`src/rtl/jtvigil_pcm_pkg.sv`:
```
// Shared types and widths for the PCM sample fetcher.
package jtvigil_pcm_pkg;

  localparam int unsigned PCM_DW = 8;
  localparam int unsigned PCM_AW = 16;

  typedef enum logic [1:0] {
    IDLE   = 2'd0,
    WAIT_D = 2'd1,
    WAIT_P = 2'd2
  } pcm_state_t;

endpackage

```
`src/rtl/jtvigil_pcm_entry.sv`:
```
// One tagged sample byte: tag/data/valid register with write, clear and address match.
module jtvigil_pcm_entry
  import jtvigil_pcm_pkg::*;
#(
  parameter int unsigned AW = PCM_AW,
  parameter int unsigned DW = PCM_DW
) (
  input  logic          clk,
  input  logic          rst,
  input  logic          i_we,
  input  logic          i_clr,
  input  logic [AW-1:0] i_wtag,
  input  logic [DW-1:0] i_wdata,
  input  logic [AW-1:0] i_addr,
  output logic          o_match,
  output logic [DW-1:0] o_data,
  output logic [AW-1:0] o_tag,
  output logic          o_valid
);

  logic [AW-1:0] r_tag;
  logic [DW-1:0] r_data;
  logic          r_valid;

  always_ff @(posedge clk) begin
    if (rst) begin
      r_tag   <= '0;
      r_data  <= '0;
      r_valid <= 1'b0;
    end else if (i_we) begin
      r_tag   <= i_wtag;
      r_data  <= i_wdata;
      r_valid <= 1'b1;
    end else if (i_clr) begin
      r_valid <= 1'b0;
    end
  end

  assign o_match = r_valid && (r_tag == i_addr);
  assign o_data  = r_data;
  assign o_tag   = r_tag;
  assign o_valid = r_valid;

endmodule

```
`src/rtl/jtvigil_pcm_fetch.sv`:
```
// PCM sample fetcher: demand entry D plus optional sequential prefetch entry P
// (enabled by JTVIGIL_PCM_PREFETCH_EN) in front of one SDRAM read slot.
module jtvigil_pcm_fetch
  import jtvigil_pcm_pkg::*;
#(
  parameter int unsigned AW = PCM_AW
) (
  input  logic              clk,
  input  logic              rst,
  input  logic              pcm_cs,
  input  logic [AW-1:0]     pcm_addr,
  output logic [PCM_DW-1:0] pcm_data,
  output logic              pcm_ok,
  output logic              mem_req,
  output logic [AW-1:0]     mem_addr,
  input  logic              mem_rdy,
  input  logic [PCM_DW-1:0] mem_data
);

  pcm_state_t        r_state, w_state_nxt;
  logic              r_mem_req;
  logic [AW-1:0]     r_mem_addr;

  logic              w_d_hit, w_d_valid, w_d_we;
  logic [PCM_DW-1:0] w_d_data, w_d_wdata;
  logic [AW-1:0]     w_d_tag, w_d_wtag;

  logic              w_p_hit, w_p_we, w_p_clr, w_p_nxt_hit;
  logic [PCM_DW-1:0] w_p_data;
  logic [AW-1:0]     w_p_tag;

  logic              w_req_set;
  logic [AW-1:0]     w_req_addr;
  logic              w_unused_d;

  jtvigil_pcm_entry #(
    .AW (AW),
    .DW (PCM_DW)
  ) u_entry_d (
    .clk     (clk),
    .rst     (rst),
    .i_we    (w_d_we),
    .i_clr   (1'b0),
    .i_wtag  (w_d_wtag),
    .i_wdata (w_d_wdata),
    .i_addr  (pcm_addr),
    .o_match (w_d_hit),
    .o_data  (w_d_data),
    .o_tag   (w_d_tag),
    .o_valid (w_d_valid)
  );

  assign w_unused_d = ^{w_d_tag, w_d_valid};

`ifdef JTVIGIL_PCM_PREFETCH_EN
  logic          w_p_valid;
  logic [AW-1:0] w_addr_inc;

  assign w_addr_inc  = pcm_addr + {{(AW-1){1'b0}}, 1'b1};
  assign w_p_nxt_hit = w_p_valid && (w_p_tag == w_addr_inc);

  jtvigil_pcm_entry #(
    .AW (AW),
    .DW (PCM_DW)
  ) u_entry_p (
    .clk     (clk),
    .rst     (rst),
    .i_we    (w_p_we),
    .i_clr   (w_p_clr),
    .i_wtag  (r_mem_addr),
    .i_wdata (mem_data),
    .i_addr  (pcm_addr),
    .o_match (w_p_hit),
    .o_data  (w_p_data),
    .o_tag   (w_p_tag),
    .o_valid (w_p_valid)
  );
`else
  assign w_p_hit     = 1'b0;
  assign w_p_data    = '0;
  assign w_p_tag     = '0;
  assign w_p_nxt_hit = 1'b0;
`endif

  always_ff @(posedge clk) begin
    if (rst) r_state <= IDLE;
    else     r_state <= w_state_nxt;
  end

  always_comb begin
    w_state_nxt = r_state;
    unique case (r_state)
      IDLE: begin
        if (pcm_cs && !w_d_hit && !w_p_hit) begin
          w_state_nxt = WAIT_D;
`ifdef JTVIGIL_PCM_PREFETCH_EN
        end else if (pcm_cs && w_d_hit && !w_p_nxt_hit) begin
          w_state_nxt = WAIT_P;
`endif
        end
      end
      WAIT_D:  if (mem_rdy) w_state_nxt = IDLE;
      WAIT_P:  if (mem_rdy) w_state_nxt = IDLE;
      default: w_state_nxt = IDLE;
    endcase
  end

  // Entry writes, the P-to-D promotion and the next request address
  always_comb begin
    w_d_we     = 1'b0;
    w_d_wtag   = r_mem_addr;
    w_d_wdata  = mem_data;
    w_p_we     = 1'b0;
    w_p_clr    = 1'b0;
    w_req_set  = 1'b0;
    w_req_addr = pcm_addr;
    unique case (r_state)
      IDLE: begin
        if (w_p_hit && !w_d_hit) begin
          w_d_we    = 1'b1;
          w_d_wtag  = w_p_tag;
          w_d_wdata = w_p_data;
          w_p_clr   = 1'b1;
        end
        if (w_state_nxt == WAIT_D) begin
          w_req_set = 1'b1;
        end else if (w_state_nxt == WAIT_P) begin
          w_req_set  = 1'b1;
          w_req_addr = pcm_addr + {{(AW-1){1'b0}}, 1'b1};
        end
      end
      WAIT_D:  w_d_we = mem_rdy;
      WAIT_P:  w_p_we = mem_rdy;
      default: ;
    endcase
  end

  always_ff @(posedge clk) begin
    if (rst) begin
      r_mem_req  <= 1'b0;
      r_mem_addr <= '0;
    end else if (w_req_set) begin
      r_mem_req  <= 1'b1;
      r_mem_addr <= w_req_addr;
    end else if (r_state != IDLE && mem_rdy) begin
      r_mem_req  <= 1'b0;
    end
  end

  assign mem_req  = r_mem_req;
  assign mem_addr = r_mem_addr;

  always_comb begin
    pcm_ok   = w_d_hit || w_p_hit;
    pcm_data = '0;
    if (w_d_hit)      pcm_data = w_d_data;
    else if (w_p_hit) pcm_data = w_p_data;
  end

endmodule

```
`config.mk`:
```
export PLATFORM = sky130hd
export DESIGN_NAME = jtvigil_pcm_fetch
export DESIGN_NICKNAME = d
export VERILOG_FILES = /design/src/rtl/jtvigil_pcm_pkg.sv /design/src/rtl/jtvigil_pcm_entry.sv /design/src/rtl/jtvigil_pcm_fetch.sv
export SDC_FILE = /design/constraint.sdc
export NUM_CORES = 1
export LEC_CHECK = 0
export CORE_UTILIZATION = 49
export CTS_CLUSTER_DIAMETER = 60
export CTS_CLUSTER_SIZE = 24
export DETAILED_ROUTE_END_ITERATION = 8
export PLACE_DENSITY_LB_ADDON = 0.1
export SYNTH_ARGS = -nofsm -noshare
export SYNTH_HDL_FRONTEND = slang
export SYNTH_HIERARCHICAL = 1
export SYNTH_SLANG_ARGS = --single-unit
```
`constraint.sdc`:
```
create_clock -name clk -period 4.8 [get_ports clk]
set_input_delay 1.2 -clock clk [delete_from_list [all_inputs] [get_ports clk]]
set_output_delay 1.2 -clock clk [all_outputs]
set_load 0.02 [all_outputs]
```
==> results.yml <==
outcome:
  status: "finished, final reports clean"
floorplan:
  die_area_sq_um: 4750
  die_w_um: 68.9
  start_util: 0.529
  die_h_um: 68.9
  core.rowCount: 23
  io_pins: 54
  core_sq_um: 4140
synthesis:
  synth_area_leaders: "dfxtp_1 40%, mux2i_1 11%, nor2_1 7.5%"
  synth-seq-area-share: 0.402
  synth_top_area_share: 0.402
  synthFlopType: "dfxtp_1"
  postSynth.asyncResetShare: 0
  syn-cell-area_sq_um: 2190
  ys_seq_elements: 44
  synth_common_cells: "44 x dfxtp_1, 44 x nor2_1, 25 x mux2i_1, 17 x xnor2_1"
  synth_cells: 242
  ys.warnings.count: 6
  syn_nets: 276
  avgSynthCellArea_sq_um: 9.06
  ys_types: 35
  yosys.area.top_type: "dfxtp_1"
  synth_edf_count: 0
grt:
  grt-ovfl-total: 0
  grt_use_total: 0.224
  antenna_found_initial: 0
  grt_pass1_wl_mm: 7.67
  grt_max_degree: 45
  grt_pass1_vias: 1608
timing:
  max_freq_mhz: 219
  rsz0062_at_grt: "no"
  tightest_slew_ns: 0.638
  slew_viol_final: 0
  maxSlewHeadroom: 0.574
  period_needed_ns: 4.56
  finalHoldViolations: 0
  skew_ns: 0.00715
  setup_viol: 0
  whs_ns: 0.497
  finalCritPeriodShare: 0.949
drt:
  num_vias: 1836
  wl_per_cell_um: 14.3
  drt_iter0_drc: 80
  dr.pass1.iters: 4
  drc: 0
  drt-vias-per-instance: 5.28
  wl_mm: 4.96
  drtAntennaViolNets: 0
power_and_ir_drop:
  p_total_w: 0.000842
  pwr-share-comb: 0.249
  ir_worst_vdd_mv: 0.239
  seqPwrFrac: 0.492
  intPower_w: 0.000595
  p_per_area_nw_per_um2: 289
  p_switching_w: 0.000247
  p_clk_frac: 0.259
  swShare: 0.293
  leakagePower_nw: 1.20
critical_path:
  worstPathMaxFanout: 9
  critPathKind: "primary input to primary output"
  startpoint_type: "primary input"
  crit_arrival_ns: 3.36
  r2r_setup_slack_ns: 1.32
  crit_required_ns: 3.60
  cp-end-kind: "primary output"
  rr_worst_depth: 13
cells_and_area:
  num-nets-final: 332
  area_growth_pct: 32.7
  fill_cells: 363
  antennaDiodeCount: 0
  layout.cells.non_filler: 348
  utilization: 0.703
  seqCellArea_sq_um: 881
  drive_gt1_frac: 0.0772
  multi_input_area_sq_um: 1250
placed_design:
  gp_congestion: 0.845
  post-place-cells: 341
  place_hpwl_mm: 3.52
  numPortBuffers: 53
job:
  cap_viol_max_count: 0
clock_network:
  clock_path_buffers: 2
  clk_pin_slew_ns: 0.07
  root_buffer: "clkbuf_8"
  tritoncts: "done"
  ctsHoldBuffers: 0
  clkSinkCount: 44
  cts_buffers: 5
  post_cts.repair.setup_buffers: 0
  clk_latency_ns: 0.30
  htree_levels: 2
  cts_resized: 0
hold_path:
  hold_path_class: "register to register"
  min_path_cells: 2
-- through the flow --
| step | TNS (ns) | setup slack (ns) | area (sq um) |
|---|---|---|---|
| finish | 0 | 0.244 | 2910 |
| global route | 0 | 0.0294 | 2910 |
| CTS | 0 | 0.0676 | 2880 |
| detailed placement | -0.0398 | -0.0398 | 2800 |
| global placement | 0 | 0.145 | 2800 |
| floorplan | 0 | 0.158 | 2190 |
-- path summary, 6_finish.rpt --
| kind | endpoint | startpoint |
|---|---|---|
| setup / recovery | pcm_ok | pcm_addr[6] |
| hold / removal | mem_req | mem_req |
| setup reg to reg | mem_addr[15] | u_entry_d/o_tag[0] |
| hold reg to reg | mem_req | mem_req |
-- worst max-delay path, cell delays in order --
cell             delay (ns)
clkdlybuf4s50_1        0.50
xor2_1                 0.19
nor4_2                 0.22
nand4_1                0.17
nor4_4                 0.27
buf_4                  0.20
clkdlybuf4s50_1        0.60
-- routing by layer --
layer / share of wire / global-route usage / routed length (um)
met1: 0.48 / 0.294 / 2410
met2: 0.46 / 0.358 / 2270
met3: 0.046 / 0.0526 / 228
met4: 0.013 / 0.0765 / 64
met5: 0 / 0 / 0
-- cell families (layout without fill, tap and decap cells) --
logic type | Yosys count | count (layout) | synth area share
other | 1 | 1 | 0.00171
flip-flops | 44 | 44 | 0.402
adder cells (fa/ha/maj) | 6 | 6 | 0.0342
AO/OA/AOI/OAI | 28 | 28 | 0.0896
buffers and inverters | 19 | 75 | 0.0365
multiplexers | 25 | 25 | 0.114
AND/OR/NAND/NOR | 94 | 94 | 0.222
XOR/XNOR | 25 | 25 | 0.0998
-- cell type report --
cell class / count / share of cell area
multi-input cells: 179 / 0.429
flip-flops and latches: 44 / 0.303
repair buffers: 62 / 0.212
clock buffers: 6 / 0.0249
well taps: 50 / 0.0215
inverters: 6 / 0.00774
clock inverters: 1 / 0.00172
-- sequential cells by signal (all words and copies together), names as in the netlist --
| name | flops |
|---|---|
| mem_addr | 16 |
| u_entry_d/o_tag | 16 |
| u_entry_d/o_data | 8 |
| r_state | 2 |
| mem_req | 1 |
| u_entry_d/o_valid | 1 |
-- cells in the final DEF, fill, tap and decap left out, drive strengths merged, types with 2 or more instances in the layout --
| master | netlist | routed |
|---|---|---|
| a21oi | 2 | 2 |
| nand2 | 4 | 4 |
| nand3 | 7 | 7 |
| clkdlybuf4s50 | 0 | 45 |
| and2 | 10 | 10 |
| a311oi | 6 | 6 |
| or2 | 2 | 2 |
| dlymetal6s2s | 0 | 8 |
| and3 | 2 | 2 |
| dfxtp | 44 | 44 |
| nor2 | 44 | 44 |
| mux2i | 25 | 25 |
| ha | 6 | 6 |
| o21ai | 7 | 7 |
| buf | 3 | 9 |
| a211oi | 10 | 10 |
| inv | 6 | 6 |
| nand4 | 5 | 5 |
| or3 | 6 | 6 |
| clkbuf | 10 | 6 |
| xnor2 | 17 | 17 |
| nor4 | 4 | 4 |
| xor2 | 8 | 8 |
| nor2b | 2 | 2 |
| nor3 | 3 | 3 |
-- power groups by stage --
stage          Clock, W  Sequential, W  Combinational, W
6_report       0.000218       0.000414          0.000209
2_1_floorplan         0       0.000445         0.0000915
4_1_cts        0.000222       0.000415          0.000209
3_3_place_gp          0       0.000422          0.000204
3_5_place_dp          0       0.000423          0.000207
5_1_grt        0.000237       0.000419          0.000228
Power figures use the tool's default switching activity.
